**src/rtl/lc3_mem_access_unit.sv**
```systemverilog
// LC-3 MAR/MDR register pair with a single-outstanding req/ack memory handshake engine.
// A transaction is started by MIO.EN in IDLE, holds req in BUSY until ack or timeout,
// and reports completion with a one-cycle R pulse in DONE.
module lc3_mem_access_unit #(
  parameter logic [15:0] MMIO_BASE   = 16'hFE00,
  parameter int unsigned ACK_TIMEOUT = 255
) (
  input  logic        i_clk,
  input  logic        i_rst_n,
  input  logic [15:0] i_bus,
  input  logic        i_ld_mar,
  input  logic        i_ld_mdr,
  input  logic        i_mio_en,
  input  logic        i_rw,
  output logic [15:0] o_mar,
  output logic [15:0] o_mdr,
  output logic        o_R,
  output logic        o_err,
  output logic        o_mmio_sel,
  output logic        o_mem_req,
  output logic        o_mem_we,
  output logic [15:0] o_mem_addr,
  output logic [15:0] o_mem_wdata,
  input  logic [15:0] i_mem_rdata,
  input  logic        i_mem_ack
);

  typedef enum logic [1:0] {StIdle, StBusy, StDone} state_e;

  // Last BUSY cycle count value before the transaction is abandoned.
  localparam logic [7:0] CntLast = 8'(ACK_TIMEOUT - 1);

  state_e      state_q, state_d;
  logic [15:0] mar_q, mar_d;
  logic [15:0] mdr_q, mdr_d;
  logic [15:0] rdata_q, rdata_d;
  logic [7:0]  cnt_q, cnt_d;
  logic        we_q, we_d;
  logic        err_q, err_d;

  // Next-state and register update logic; MAR/MDR only accept bus loads while idle.
  always_comb begin
    state_d = state_q;
    mar_d   = mar_q;
    mdr_d   = mdr_q;
    rdata_d = rdata_q;
    cnt_d   = cnt_q;
    we_d    = we_q;
    err_d   = err_q;
    unique case (state_q)
      StIdle: begin
        if (i_ld_mar) mar_d = i_bus;
        // With MIO.EN set the MDR source is memory, so the bus load is suppressed.
        if (i_ld_mdr && !i_mio_en) mdr_d = i_bus;
        if (i_mio_en) begin
          state_d = StBusy;
          we_d    = i_rw;
          cnt_d   = '0;
          err_d   = 1'b0;
        end
      end
      StBusy: begin
        // An ack arriving in the final timeout cycle still completes cleanly.
        if (i_mem_ack) begin
          if (!we_q) rdata_d = i_mem_rdata;
          err_d   = 1'b0;
          state_d = StDone;
        end else if (cnt_q == CntLast) begin
          err_d   = 1'b1;
          state_d = StDone;
        end else begin
          cnt_d = cnt_q + 8'd1;
        end
      end
      StDone: begin
        if (!we_q && i_ld_mdr) mdr_d = err_q ? 16'h0000 : rdata_q;
        state_d = StIdle;
      end
      default: state_d = StIdle;
    endcase
  end

  // State and datapath registers with asynchronous active-low reset.
  always_ff @(posedge i_clk or negedge i_rst_n) begin
    if (!i_rst_n) begin
      state_q <= StIdle;
      mar_q   <= '0;
      mdr_q   <= '0;
      rdata_q <= '0;
      cnt_q   <= '0;
      we_q    <= 1'b0;
      err_q   <= 1'b0;
    end else begin
      state_q <= state_d;
      mar_q   <= mar_d;
      mdr_q   <= mdr_d;
      rdata_q <= rdata_d;
      cnt_q   <= cnt_d;
      we_q    <= we_d;
      err_q   <= err_d;
    end
  end

  // Outputs decode directly from registered state so req drops as soon as reset asserts.
  always_comb begin
    o_mar       = mar_q;
    o_mdr       = mdr_q;
    o_R         = (state_q == StDone);
    o_err       = (state_q == StDone) && err_q;
    o_mem_req   = (state_q == StBusy);
    o_mem_we    = (state_q == StBusy) && we_q;
    o_mem_addr  = mar_q;
    o_mem_wdata = mdr_q;
    o_mmio_sel  = (mar_q >= MMIO_BASE);
  end

endmodule

```
**config.mk**
```make
export PLATFORM = sky130hd
export DESIGN_NAME = lc3_mem_access_unit
export DESIGN_NICKNAME = d
export VERILOG_FILES = /design/src/rtl/lc3_mem_access_unit.sv
export SDC_FILE = /design/constraint.sdc
export NUM_CORES = 1
export LEC_CHECK = 0
export ABC_AREA = 1
export ABC_CLOCK_PERIOD_IN_PS = 2480
export CAP_MARGIN = 0
export CORE_UTILIZATION = 60
export DETAILED_ROUTE_END_ITERATION = 10
export DONT_BUFFER_PORTS = 1
export GPL_ROUTABILITY_DRIVEN = 0
export MAX_ROUTING_LAYER = met4
export PLACE_DENSITY_LB_ADDON = 0.15
export SETUP_SLACK_MARGIN = 0.02
export SLEW_MARGIN = 10
export SYNTH_ARGS = -nofsm -noshare
export SYNTH_HDL_FRONTEND = slang
export SYNTH_SLANG_ARGS = --single-unit
```
**constraint.sdc**
```tcl
create_clock -name i_clk -period 2.48 [get_ports i_clk]
set_input_delay 0.496 -clock i_clk [delete_from_list [all_inputs] [get_ports i_clk]]
set_output_delay 0.496 -clock i_clk [all_outputs]
set_load 0.01 [all_outputs]
```
# After elaboration in Yosys (flattened, before gate mapping)
# Index checks and enable logic that the tools add are counted.
# totals
out_inout_bits	69
regBits	60
input_bits	39
# op_classes
reduce_logical	16
n_lt_le_gt_ge	1
mux	16
bitwise_logic	1
eq_ne	9
addsub	1
# ops
operator	count
$mux 16	3
$pmux 16 s2	1
$mux 8	3
$ge 16x16->1 const B	1
$pmux 8 s2	1
$reduce_and 3->1	3
$add 8x1->8 const B	1
$eq 8x8->1 const B	1
$ne 2x2->1 const B	4
$mux 2	3
$reduce_and 2->1	3
$logic_and 1x1->1	4
$pmux 2 s2	1
$reduce_and 4->1	1
$reduce_bool 2->1	2
$mux 1	3
$ne 3x1->1 const B	1
$eq 2x1->1 const B	1
$eq 2x2->1 const B	1
$logic_not 1->1	2
$logic_not 2->1	1
$ne 2x1->1 const B	1
$pmux 1 s2	1
$not 1->1	1

# Logic depth before layout (Yosys ltp)
# depth
depth_word	4
mapped_depth	9

# Worst setup path before layout
# OpenSTA, ideal clock, no wires.
# synth_path
path_type	register to output
startpoint	register err_q
endpoint	output o_err
stages_incl_launch_ff	4
t_arrival_ns	0.904
path_slack_ns	1.080
required_ns	1.984
path_cell_list	dfrtp_1 -> clkinv_1 -> clkbuf_1 -> nor2_1
# synth_between
elab_chain_cells	1
# synth_lines
item	line_no	source
from (decl)	39	logic err_q, err_d;
from (signal assigned)	100	err_q <= err_d;
$logic_and 1x1->1	109	o_err = (state_q == StDone) && err_q;
to (decl)	18	output logic o_err,
# No other way between the ends.

# Worst setup path after layout
# layout_path
startpoint	register state_q[0]
endpoint	output o_R
# layout_between
elab_chain_cells	1
# layout_lines
item	line_no	source
from (decl)	33	state_e state_q, state_d;
from (signal assigned)	86	state_q <= StIdle;
from (signal assigned)	94	state_q <= state_d;
$eq 2x2->1	108	o_R = (state_q == StDone);
to (decl)	17	output logic o_R,
# No other way between the ends.

==> results.sh <==
export IMPL_grt_ovfl_total=0
export IMPL_cts_tree="done"
export IMPL_clkTransAtPathRegs_ns=0.07
export IMPL_antenna_found_initial=0
export IMPL_critPathTopFamily="buffers and inverters"
export IMPL_rsz0062_at_grt="no"
export IMPL_drt_first_pass_iters=4
export IMPL_grt_usage_pct=24.2
export IMPL_fill_cells=448
export IMPL_ir_drop_v=0.000484
export IMPL_hold_ws_ns=0.0189
export IMPL_status="finished clean"
export IMPL_cp_num_cells=3
export IMPL_worstMarginPinSlew_ns=0.869
export IMPL_routedWlPerCell_um=14.0
export IMPL_ant_nets=0
export IMPL_clkLatencyLatePin_ns=0.33
export IMPL_path_cells="inv_2 -> nand2_1 -> inv_2"
export IMPL_grt_pass1_wl_mm=9.16
export IMPL_final_nets=382
export IMPL_syn_nets=413
export IMPL_maxCapViolations=0
export IMPL_netlist_cell_type_count=28
export IMPL_critical_path_arrival_ns=1.30
export IMPL_ys_seq_area_share_pct=50.3
export IMPL_syn_area_um2=2990
export IMPL_cts_buffers=9
export IMPL_cp_required_ns=1.98
export IMPL_p_leak_nw=1.59
export IMPL_numClockSinks=60
export IMPL_htreeDepth=3
export IMPL_r2r_end="o_mar[6]"
export IMPL_viasPerCell=5.10
export IMPL_setup_viol=0
export IMPL_drt_wl_total_mm=5.75
export IMPL_timing_rr_start="state_q[0]"
export IMPL_multi_input_area_um2=997
export IMPL_p_per_area_nw_per_um2=1140
export IMPL_final_util_pct=62.7
export IMPL_hold_viol=0
export IMPL_p_int_w=0.00203
export IMPL_period_needed_ns=1.80
export IMPL_cp_slowest_cell="dfrtp_1"
export IMPL_netlist_top_cells_area="dfrtp_1 50%, nand2_1 15%, o21ai_0 8.0%"
export IMPL_seq_area_um2=1500
export IMPL_cts_max_path_buffers=2
export IMPL_yosys_warnings=0
export IMPL_synth_seq_cells=60
export IMPL_hold_class="in -> async"
export IMPL_start_util_pct=62.8
export IMPL_dieArea_um2=5270
export IMPL_die_x_um=72.6
export IMPL_finalMaxSlewViolations=0
export IMPL_yosysMostFrequentCell="nand2_1"
export IMPL_numPortBuffers=0
export IMPL_vias=2096
export IMPL_synth_ff_type="dfrtp_1"
export IMPL_crit_start="state_q[0]"
export IMPL_async_flop_share_pct=100
export IMPL_dp_hpwl_mm=3.93
export IMPL_worst_path_max_fanout=33
export IMPL_grt_pass1_vias=1884
export IMPL_fmax_mhz=555
export IMPL_drt_initial_drc_count=152
export IMPL_die_h_um=72.6
export IMPL_row_count=25
export IMPL_grt_max_degree=61
export IMPL_slew_headroom_pct=41.9
export IMPL_crit_buf_inv=2
export IMPL_drc=0
export IMPL_yosysTopAreaCell="dfrtp_1"
export IMPL_synthCells=372
export IMPL_cp_endpoint="o_R"
export IMPL_clkPwrFrac_pct=23.3
export IMPL_syn_to_final_growth_pct=-0.293
export IMPL_fin_tns_setup_ns=0
export IMPL_swShare_pct=40.4
export IMPL_crit_type="reg -> out"
export IMPL_root_buffer="clkbuf_8"
export IMPL_p_total_w=0.00341
export IMPL_p_comb_share_pct=19.4
export IMPL_switching_power_w=0.00138
export IMPL_synth_edf_count=0
export IMPL_crit_top_cell="inv_2"
export IMPL_endpoint_kind="primary output"
export IMPL_slowest_delay_ns=0.42
export IMPL_r2r_cells=3
export IMPL_synth_avg_cell_area_um2=8.03
export IMPL_ys_top_cells_by_count="118 x nand2_1, 60 x dfrtp_1, 48 x o21ai_0, 43 x inv_1, 32 x buf_4"
export IMPL_synth_top_area_share_pct=50.3
export IMPL_ios=108
export IMPL_startpoint_type="flip-flop"
export IMPL_antenna_cells=0
export IMPL_drive_gt1_share_pct=9.01
export IMPL_rrSetupSlack_ns=0.87
export IMPL_p_seq_share_pct=57.3
export IMPL_finalCritPeriodShare_pct=72.6
export IMPL_skew_ns=0.00538
export IMPL_core_region_area_um2=4750
export IMPL_post_cts_buffers=0
## placed cells by master, fill, tap and decap left out
cell	instances
ha_1	2
o21ai_4	1
nand4_1	1
xnor2_1	1
nand2_4	1
nand2_2	3
o21ai_1	2
o21ai_2	1
inv_2	4
a21oi_1	2
a31o_2	1
clkbuf_8	12
o21ai_0	48
buf_16	1
buf_4	1
or2_1	1
nor2_2	2
nand3b_1	1
nand3_2	1
inv_1	43
nor2_1	9
clkinv_2	2
dfrtp_1	60
inv_4	1
clkinv_1	1
nand2_1	118
nand3_1	24
## registers in the layout (all words and copies together) (netlist names)
signal / count
state_q: 2
we_q: 1
cnt_q: 8
rdata_q: 16
o_mdr: 16
err_q: 1
o_mar: 16
## through the flow
| step | cells | setup slack (ns) | instance area, µm² |
|---|---|---|---|
| global placement | 396 | 0.905 | 2780 |
| global route | 411 | 0.586 | 2980 |
| finish | 411 | 0.679 | 2980 |
| floorplan | 372 | 1.08 | 2990 |
| CTS | 411 | 0.671 | 2980 |
| detailed placement | 396 | 0.863 | 2780 |
## kinds of logic (layout without fill, tap and decap cells)
group / count (synthesis) / after routing / share of synthesized area, %
buf+inv: 93 / 65 / 16.4
fa+ha+maj: 2 / 2 / 0.837
xor+xnor: 1 / 1 / 0.293
compound gates: 55 / 55 / 9.84
simple gates: 161 / 161 / 22.4
flops: 60 / 60 / 50.3
## layout make-up
type                    count  area share, %
flip-flops and latches     60           50.4
multi-input cells         219           33.5
inverters                  49           6.26
clock buffers              12           5.54
well taps                  67           2.81
repair buffers              2           1.18
clock inverters             2          0.336
## per-layer routing
layer | share of wire (%) | vias to the layer above | global-route usage [%]
met5 | 0 | - | -
met4 | 2.1 | 0 | 11.5
met3 | 4.7 | 16 | 4.72
met2 | 42 | 64 | 32.2
met1 | 51 | 954 | 35.4
li1 | - | 1062 | -
## what timing repair did
action                                 4_1_cts  5_1_grt
resized for setup                            0        0
endpoints found under the hold margin       60        0
hold buffers                                 1        0
## how the worst min path moves through the flow
stage	startpoint	endpoint	depth (start not counted)
after detailed placement	i_rst_n	o_mar[10]	0
after floorplan	i_rst_n	cnt_q[0]	0
after CTS	i_rst_n	o_mar[10]	1
after global routing	i_rst_n	o_mar[10]	1
final	i_rst_n	o_mar[10]	1
after global placement	i_rst_n	o_mar[9]	0
## power by group through the flow
stage	registers (W)	clock network, W	logic [W]
floorplan	0.00175	0	0.00101
detailed placement	0.00197	0	0.000646
global placement	0.00196	0	0.000622
finish	0.00195	0.000795	0.000663
global route	0.00203	0.000849	0.000789
CTS	0.00195	0.000802	0.000673
Power figures use the tool's default switching activity.
